`src/rtl/vram_arb_pkg.sv`:
```
// Shared types and constants for the vector-RAM port arbiter.
package vram_arb_pkg;

  localparam logic [15:0] VRAM_BASE = 16'h2000;
  localparam int unsigned CONFLICT_W = 16;

  typedef enum logic [1:0] {
    ARB_HALTED = 2'd0,
    ARB_FLUSH  = 2'd1,
    ARB_RUN    = 2'd2
  } arb_state_t;

  typedef enum logic [1:0] {
    OWN_NONE = 2'd0,
    OWN_CPU  = 2'd1,
    OWN_Q    = 2'd2,
    OWN_VG   = 2'd3
  } owner_t;

  // Number of requesters active in one cycle.
  function automatic logic [1:0] req_count(input logic a, input logic b, input logic c);
    return 2'(a) + 2'(b) + 2'(c);
  endfunction

endpackage

```
`src/rtl/vram_wait_ctr.sv`:
```
// Saturating wait counter: counts cycles a requester asks and loses, clears on grant.
module vram_wait_ctr #(
  parameter int unsigned MAX_WAIT = 4
) (
  input  logic clk,
  input  logic rst_n,
  input  logic i_req,
  input  logic i_gnt,
  output logic o_at_max
);

  localparam int unsigned CW = $clog2(MAX_WAIT + 1);
  localparam logic [CW-1:0] MAX_C = CW'(MAX_WAIT);

  logic [CW-1:0] r_cnt;

  always_ff @(posedge clk or negedge rst_n) begin
    if (!rst_n) begin
      r_cnt <= '0;
    end else if (i_gnt) begin
      r_cnt <= '0;
    end else if (i_req && (r_cnt != MAX_C)) begin
      r_cnt <= r_cnt + CW'(1);
    end
  end

  assign o_at_max = (r_cnt == MAX_C);

endmodule

```
`src/rtl/vram_port_arbiter.sv`:
```
// Arbitrates the vector-RAM BRAM port between CPU reads, store-queue drain and VG reads,
// and sequences VG start behind a queue flush. Define VRAM_ARB_STATS_EN for conflict_cnt.
module vram_port_arbiter
  import vram_arb_pkg::*;
#(
  parameter int unsigned AW       = 13,
  parameter int unsigned DW       = 8,
  parameter int unsigned MAX_WAIT = 4
) (
  input  logic          clk,
  input  logic          rst,
  input  logic          cpu_rd_req,
  input  logic [AW-1:0] cpu_addr,
  output logic [DW-1:0] cpu_rdata,
  output logic          cpu_rvalid,
  input  logic          q_valid,
  input  logic          q_full,
  input  logic [AW-1:0] q_addr,
  input  logic [DW-1:0] q_data,
  output logic          q_ack,
  input  logic          vg_req,
  input  logic [AW-1:0] vg_addr,
  output logic          vg_gnt,
  output logic [DW-1:0] vg_rdata,
  output logic          vg_rvalid,
  input  logic          vggo,
  input  logic          vgrst,
  output logic          vg_start,
  output logic          vg_halted,
  output logic [AW-1:0] bram_addr,
  output logic [DW-1:0] bram_wdata,
  output logic          bram_we,
  input  logic [DW-1:0] bram_rdata
`ifdef VRAM_ARB_STATS_EN
  ,
  output logic [CONFLICT_W-1:0] conflict_cnt
`endif
);

  arb_state_t    r_state;
  arb_state_t    w_state_nxt;
  owner_t        w_owner;
  owner_t        r_rd_owner;
  logic          r_rr_q;
  logic          r_vg_start;
  logic          w_vg_start_nxt;
  logic          w_flush_done;
  logic          w_vg_req;
  logic          w_q_at_max;
  logic          w_vg_at_max;
  logic [AW-1:0] r_last_addr;
  logic [DW-1:0] r_last_wdata;
  logic [DW-1:0] r_cpu_rdata;
  logic [DW-1:0] r_vg_rdata;

  // The VG only competes for the port while running.
  assign w_vg_req = vg_req && (r_state == ARB_RUN);

  vram_wait_ctr #(.MAX_WAIT(MAX_WAIT)) u_q_wait (
    .clk      (clk),
    .rst_n    (rst),
    .i_req    (q_valid),
    .i_gnt    (q_ack),
    .o_at_max (w_q_at_max)
  );

  vram_wait_ctr #(.MAX_WAIT(MAX_WAIT)) u_vg_wait (
    .clk      (clk),
    .rst_n    (rst),
    .i_req    (w_vg_req),
    .i_gnt    (vg_gnt),
    .o_at_max (w_vg_at_max)
  );

  // Grant priority: CPU, flush drain, full queue, starved requester, round-robin.
  always_comb begin
    w_owner = OWN_NONE;
    if (!rst) begin
      w_owner = OWN_NONE;
    end else if (cpu_rd_req) begin
      w_owner = OWN_CPU;
    end else if (r_state == ARB_FLUSH) begin
      if (q_valid) w_owner = OWN_Q;
    end else if (q_full && q_valid) begin
      w_owner = OWN_Q;
    end else if (w_vg_at_max && w_vg_req) begin
      w_owner = OWN_VG;
    end else if (w_q_at_max && q_valid) begin
      w_owner = OWN_Q;
    end else if (q_valid && w_vg_req) begin
      w_owner = r_rr_q ? OWN_Q : OWN_VG;
    end else if (q_valid) begin
      w_owner = OWN_Q;
    end else if (w_vg_req) begin
      w_owner = OWN_VG;
    end
  end

  assign q_ack   = (w_owner == OWN_Q);
  assign vg_gnt  = (w_owner == OWN_VG);
  assign bram_we = q_ack;

  // Port mux; address and write data hold their last values when idle.
  always_comb begin
    bram_addr  = r_last_addr;
    bram_wdata = r_last_wdata;
    case (w_owner)
      OWN_CPU: bram_addr = cpu_addr;
      OWN_Q: begin
        bram_addr  = q_addr;
        bram_wdata = q_data;
      end
      OWN_VG:  bram_addr = vg_addr;
      default: ;
    endcase
  end

  always_ff @(posedge clk or negedge rst) begin
    if (!rst) begin
      r_last_addr  <= '0;
      r_last_wdata <= '0;
      r_rd_owner   <= OWN_NONE;
      r_rr_q       <= 1'b1;
    end else begin
      r_last_addr  <= bram_addr;
      r_last_wdata <= bram_wdata;
      if ((w_owner == OWN_CPU) || (w_owner == OWN_VG)) r_rd_owner <= w_owner;
      else                                             r_rd_owner <= OWN_NONE;
      if (q_ack)       r_rr_q <= 1'b0;
      else if (vg_gnt) r_rr_q <= 1'b1;
    end
  end

  // Read return: BRAM data is steered to the owner registered last cycle.
  assign cpu_rvalid = (r_rd_owner == OWN_CPU);
  assign vg_rvalid  = (r_rd_owner == OWN_VG);
  assign cpu_rdata  = cpu_rvalid ? bram_rdata : r_cpu_rdata;
  assign vg_rdata   = vg_rvalid  ? bram_rdata : r_vg_rdata;

  always_ff @(posedge clk or negedge rst) begin
    if (!rst) begin
      r_cpu_rdata <= '0;
      r_vg_rdata  <= '0;
    end else begin
      r_cpu_rdata <= cpu_rdata;
      r_vg_rdata  <= vg_rdata;
    end
  end

  always_ff @(posedge clk or negedge rst) begin
    if (!rst) begin
      r_state    <= ARB_HALTED;
      r_vg_start <= 1'b0;
    end else begin
      r_state    <= w_state_nxt;
      r_vg_start <= w_vg_start_nxt;
    end
  end

  // VG sequencing; vgrst always dominates vggo.
  always_comb begin
    w_state_nxt    = r_state;
    w_vg_start_nxt = 1'b0;
    w_flush_done   = 1'b0;
    case (r_state)
      ARB_HALTED, ARB_RUN: begin
        if (vgrst) begin
          w_state_nxt = ARB_HALTED;
        end else if (vggo) begin
          if (q_valid) begin
            w_state_nxt = ARB_FLUSH;
          end else begin
            w_state_nxt    = ARB_RUN;
            w_vg_start_nxt = 1'b1;
          end
        end
      end
      ARB_FLUSH: begin
        if (vgrst) begin
          w_state_nxt = ARB_HALTED;
        end else if (!q_valid && !q_ack) begin
          w_state_nxt  = ARB_RUN;
          w_flush_done = 1'b1;
        end
      end
      default: w_state_nxt = ARB_HALTED;
    endcase
  end

  assign vg_start  = r_vg_start | w_flush_done;
  assign vg_halted = (r_state != ARB_RUN);

`ifdef VRAM_ARB_STATS_EN
  logic [CONFLICT_W-1:0] r_conflict_cnt;
  logic                  w_conflict;

  assign w_conflict = (req_count(cpu_rd_req, q_valid, w_vg_req) >= 2'd2);

  always_ff @(posedge clk or negedge rst) begin
    if (!rst) begin
      r_conflict_cnt <= '0;
    end else if (vgrst) begin
      r_conflict_cnt <= '0;
    end else if (w_conflict && (r_conflict_cnt != {CONFLICT_W{1'b1}})) begin
      r_conflict_cnt <= r_conflict_cnt + CONFLICT_W'(1);
    end
  end

  assign conflict_cnt = r_conflict_cnt;
`endif

endmodule
```
`config.mk`:
```
export PLATFORM = sky130hd
export DESIGN_NAME = vram_port_arbiter
export DESIGN_NICKNAME = d
export VERILOG_FILES = /design/src/rtl/vram_arb_pkg.sv /design/src/rtl/vram_wait_ctr.sv /design/src/rtl/vram_port_arbiter.sv
export SDC_FILE = /design/constraint.sdc
export NUM_CORES = 1
export LEC_CHECK = 0
export ABC_AREA = 1
export ABC_CLOCK_PERIOD_IN_PS = 3100
export BUFFER_PORTS_ARGS = -buffer_cell sky130_fd_sc_hd__buf_2
export CAP_MARGIN = 30
export CORE_AREA = 2 2 91 58
export CTS_BUF_LIST = sky130_fd_sc_hd__clkbuf_8
export CTS_CLUSTER_SIZE = 24
export DETAILED_ROUTE_END_ITERATION = 8
export DIE_AREA = 0 0 93 60
export GPL_TIMING_DRIVEN = 1
export PLACE_DENSITY = 0.85
export SYNTH_ARGS = -nofsm -noshare
export SYNTH_HDL_FRONTEND = slang
export SYNTH_SLANG_ARGS = --single-unit
```
`constraint.sdc`:
```
create_clock -name clk -period 3.1 [get_ports clk]
set_clock_uncertainty 0.1 [all_clocks]
set_input_delay 0.155 -clock clk [delete_from_list [all_inputs] [get_ports clk]]
set_output_delay 0.155 -clock clk [all_outputs]
set_load 0.02 [all_outputs]
```
==> metrics list <==
- Outcome: finished, final reports clean
- The synthesized netlist devotes 2.09% of its cell area to adder and majority cells.
- The initial utilization of the core area, before any placement, comes to 49.8%.
- Wire length per cell: 12.8 um
* Largest family of logic cells by synthesized area: simple AND/OR/NAND/NOR gates
- The clock reaches the later pin of the worst-skew pair after 300 ps.
- After legalization and detailed placement, the total HPWL measured 4.05 mm.
- Of all nets on the critical path, the largest fanout is 29.
- Number of DRC markers in iteration 0: 205
- Cell chosen for the clock root: sky130_fd_sc_hd__clkbuf_8
- Routability-driven placement finished with a final weighted congestion of 0.805.
* Hold Violations, Final: 0
- Number of detailed-routing iterations run before antenna repair: 4
- Storage cell area: 1230 um^2
- Summed over all layers, the global routing overflow is 0.
* Cell depth of the worst hold path: 3
- Final routed wirelength across all metal layers: 5.77 mm
- Max Root-Sink Buffers: 2
- Reg2reg path depth: 12
- For the pin with the worst max-slew slack, the measured transition is 597 ps.
- Fill cells: 400
* HP Class: in -> reg
- Share of post-route cells with drive strength above 1: 33.1%
- Antenna viol nets, final: 0
- The via count of the first global-routing pass is 2,093.
- Required time reported for the critical path endpoint: 2840 ps
- Area of combinational cells with multiple inputs: 917 um^2
* Clk sink count: 49
- The number of antenna diodes in the final layout is 0.
- Core footprint: 4800 um^2
- TritonCTS built the clock tree.
* DRC Markers: 0
- The cell count after synthesis came out at 275.
- When the netlist entered floorplanning its net count stood at 342.
- Die width: 93 um
* Overall die area: 5580 um^2
- Number of antenna violations at the first check in global routing: 0
* DR vias: 2,228
- Endpoint type of the worst setup path: primary output
- Total number of yosys warnings: 0
- Synth Area in Compound Gates: 5.23%
- Count of pins on the block boundary: 107
* Synth cell types: 29
- Global routing used 21.9% of the available tracks.
* Unrepaired setup endpoints after global routing: no
- Averaged over all synthesized cells, the footprint is 8.69 um^2.
- For this run, the share of the core covered by cells in the final layout is 65.0%.
* H-tree level count: 2
- The synthesized netlist occupies a cell area of 2390 um^2.
* Multiplexer area fraction after synthesis: 0.471%
- Simple-gate share of the synthesized area: 29.8%
- In this run the static leakage power is 1.75 nW.
- Final #Nets: 450
* Final std cells w/o fill: 450
- Based on the critical path, the design can be clocked at up to 0.383 GHz.
- Die outline height: 60 um
- CTS-repair resized insts: 0
* Maximum number of pins on one net before global-route repair: 53
- Sequential cell area fraction in the yosys report: 51.3%
- Max cap viols: 0
* Min Clock Period, post-route: 2610 ps
* CTS Buf Count: 5
- Wire length of the first global-routing pass: 9.50 mm
- Type of the worst setup path: reg -> out
* Startpoint class of the critical path: flip-flop
- WHS: 27.8 ps
- After clock tree synthesis, the clock-pin slew on the worst setup and hold paths is 90 ps.
- Placed Cells incl. Taps: 433
* Worst EP arrival: 2360 ps
- Relative to the synthesized area, the layout overhead comes to 30.6%.
* Max_slew headroom: 60.2%
- Using the TritonRoute via totals, the vias-per-cell ratio works out to 4.95.
- Post-route total power: 1.97 mW
- The synthesized netlist devotes 0.733% of its cell area to XOR and XNOR gates.
- The initialized floorplan defines 20 standard-cell rows.
- Max VDD drop: 365 uV
- Total power per unit cell area: 630 nW/um^2
- The final critical path takes up 84.2% of the cycle.
* Final total negative setup slack: 0 ps
- The final max-slew violation count is 0.
- Synthesis inferred 49 register bits.
- Setup violations remaining at the end of the flow were counted as 0.
- Port Buffer Count: 106
==> critical path, cell delays in order, from the launching register on <==
cell                      delay [ps]
sky130_fd_sc_hd__dfrtp_1         390
sky130_fd_sc_hd__inv_1            70
sky130_fd_sc_hd__ha_1            190
sky130_fd_sc_hd__nand2_1         110
sky130_fd_sc_hd__nand2_1          70
sky130_fd_sc_hd__nand2_1          60
sky130_fd_sc_hd__nand2_2          60
sky130_fd_sc_hd__nand2_4         160
sky130_fd_sc_hd__nand2_4         230
sky130_fd_sc_hd__nor2_8          250
sky130_fd_sc_hd__inv_2           130
sky130_fd_sc_hd__nand2_1          90
sky130_fd_sc_hd__nand2_1          70
sky130_fd_sc_hd__buf_2           160
==> synth_stat cells (all sizes together) <==
library cell	count	area, um^2
nand2	80	320
dfrtp	48	1200
nand4	39	244
inv	37	139
nand3	19	113
o21ai	18	90.1
buf	9	75.1
clkbuf	6	23.8
ha	4	50.1
nor2	4	31.3
xnor2	2	17.5
a21oi	1	5.00
a31oi	1	6.26
a41oi	1	8.76
clkinv	1	8.76
dfstp	1	26.3
mux2	1	11.3
nor3	1	5.00
o21bai	1	7.51
o31ai	1	7.51
==> power breakdown <==
group / switching (mW) / internal [mW] / total (mW)
Sequential: 0.0617 / 0.786 / 0.848
Combinational: 0.418 / 0.232 / 0.650
Clock: 0.209 / 0.262 / 0.472
Total: 0.689 / 1.28 / 1.97
==> path summary, 6_finish.rpt <==
path / to / slack (ps) / startpoint
min in group asynchronous: r_last_addr[8] / 210 / rst
hold reg to reg: r_last_wdata[3] / 380 / r_last_wdata[3]
setup / recovery: bram_wdata[7] / 490 / u_vg_wait.r_cnt[0]
hold / removal: r_last_addr[8] / 30 / vg_addr[8]
setup reg to reg: r_last_wdata[7] / 990 / u_vg_wait.r_cnt[0]
max in group asynchronous: r_last_wdata[4] / 1790 / rst
==> sequential cells by signal, indices dropped and copies added (netlist names) <==
| name | count |
|---|---|
| r_vg_start | 1 |
| r_cpu_rdata | 8 |
| r_vg_rdata | 8 |
| r_rr_q | 1 |
| r_last_addr | 13 |
| u_vg_wait.r_cnt | 3 |
| u_q_wait.r_cnt | 3 |
| r_rd_owner | 2 |
| r_last_wdata | 8 |
| r_state | 2 |
==> layout make-up <==
| class | instances | share of cell area (%) |
|---|---|---|
| Tap cell | 66 | 2.64 |
| Sequential cell | 49 | 39.3 |
| Timing Repair Buffer | 116 | 20.1 |
| Clock inverter | 2 | 1.20 |
| Clock buffer | 6 | 2.64 |
| Multi-Input combinational cell | 173 | 29.4 |
| Inverter | 38 | 4.73 |
==> metal layers <==
| metal | wire (um) | global-route usage, % | up-vias |
|---|---|---|---|
| met5 | 0 | 0 | - |
| met4 | 39 | 6.30 | 0 |
| met3 | 451 | 5.55 | 4 |
| met2 | 2660 | 35.9 | 91 |
| met1 | 2610 | 29.4 | 1001 |
| li1 | - | - | 1132 |
==> cell families (layout without fill, tap and decap cells) <==
kind of cell	count (synthesis)	in the layout
simple gates	143	143
buf+inv	53	162
flops	49	49
compound gates	23	23
fa+ha+maj	4	4
xor+xnor	2	2
mux	1	1
==> what timing repair did <==
action	in CTS	in global routing
hold buffers	9	0
hold endpoints to repair	15	0
setup buffers	0	0
==> through the flow <==
step	setup slack, ps	cell area, um^2
floorplan	1200	2390
global placement	925	2910
detailed placement	822	2910
CTS	489	3120
global route	274	3120
finish	489	3120
==> cell usage in the layout (no fill, tap or decap), drive strengths merged <==
cell / count
o21bai: 1
clkinv: 1
nor2: 4
buf: 107
bufinv: 1
xnor2: 2
dlygate4sd3: 9
o31ai: 1
a21oi: 1
dfrtp: 48
o21ai: 18
a31oi: 1
mux2: 1
clkinvlp: 1
inv: 37
clkbuf: 6
dfstp: 1
a41oi: 1
ha: 4
nand3: 19
nand2: 80
nor3: 1
nand4: 39
Power figures use the tool's default switching activity.
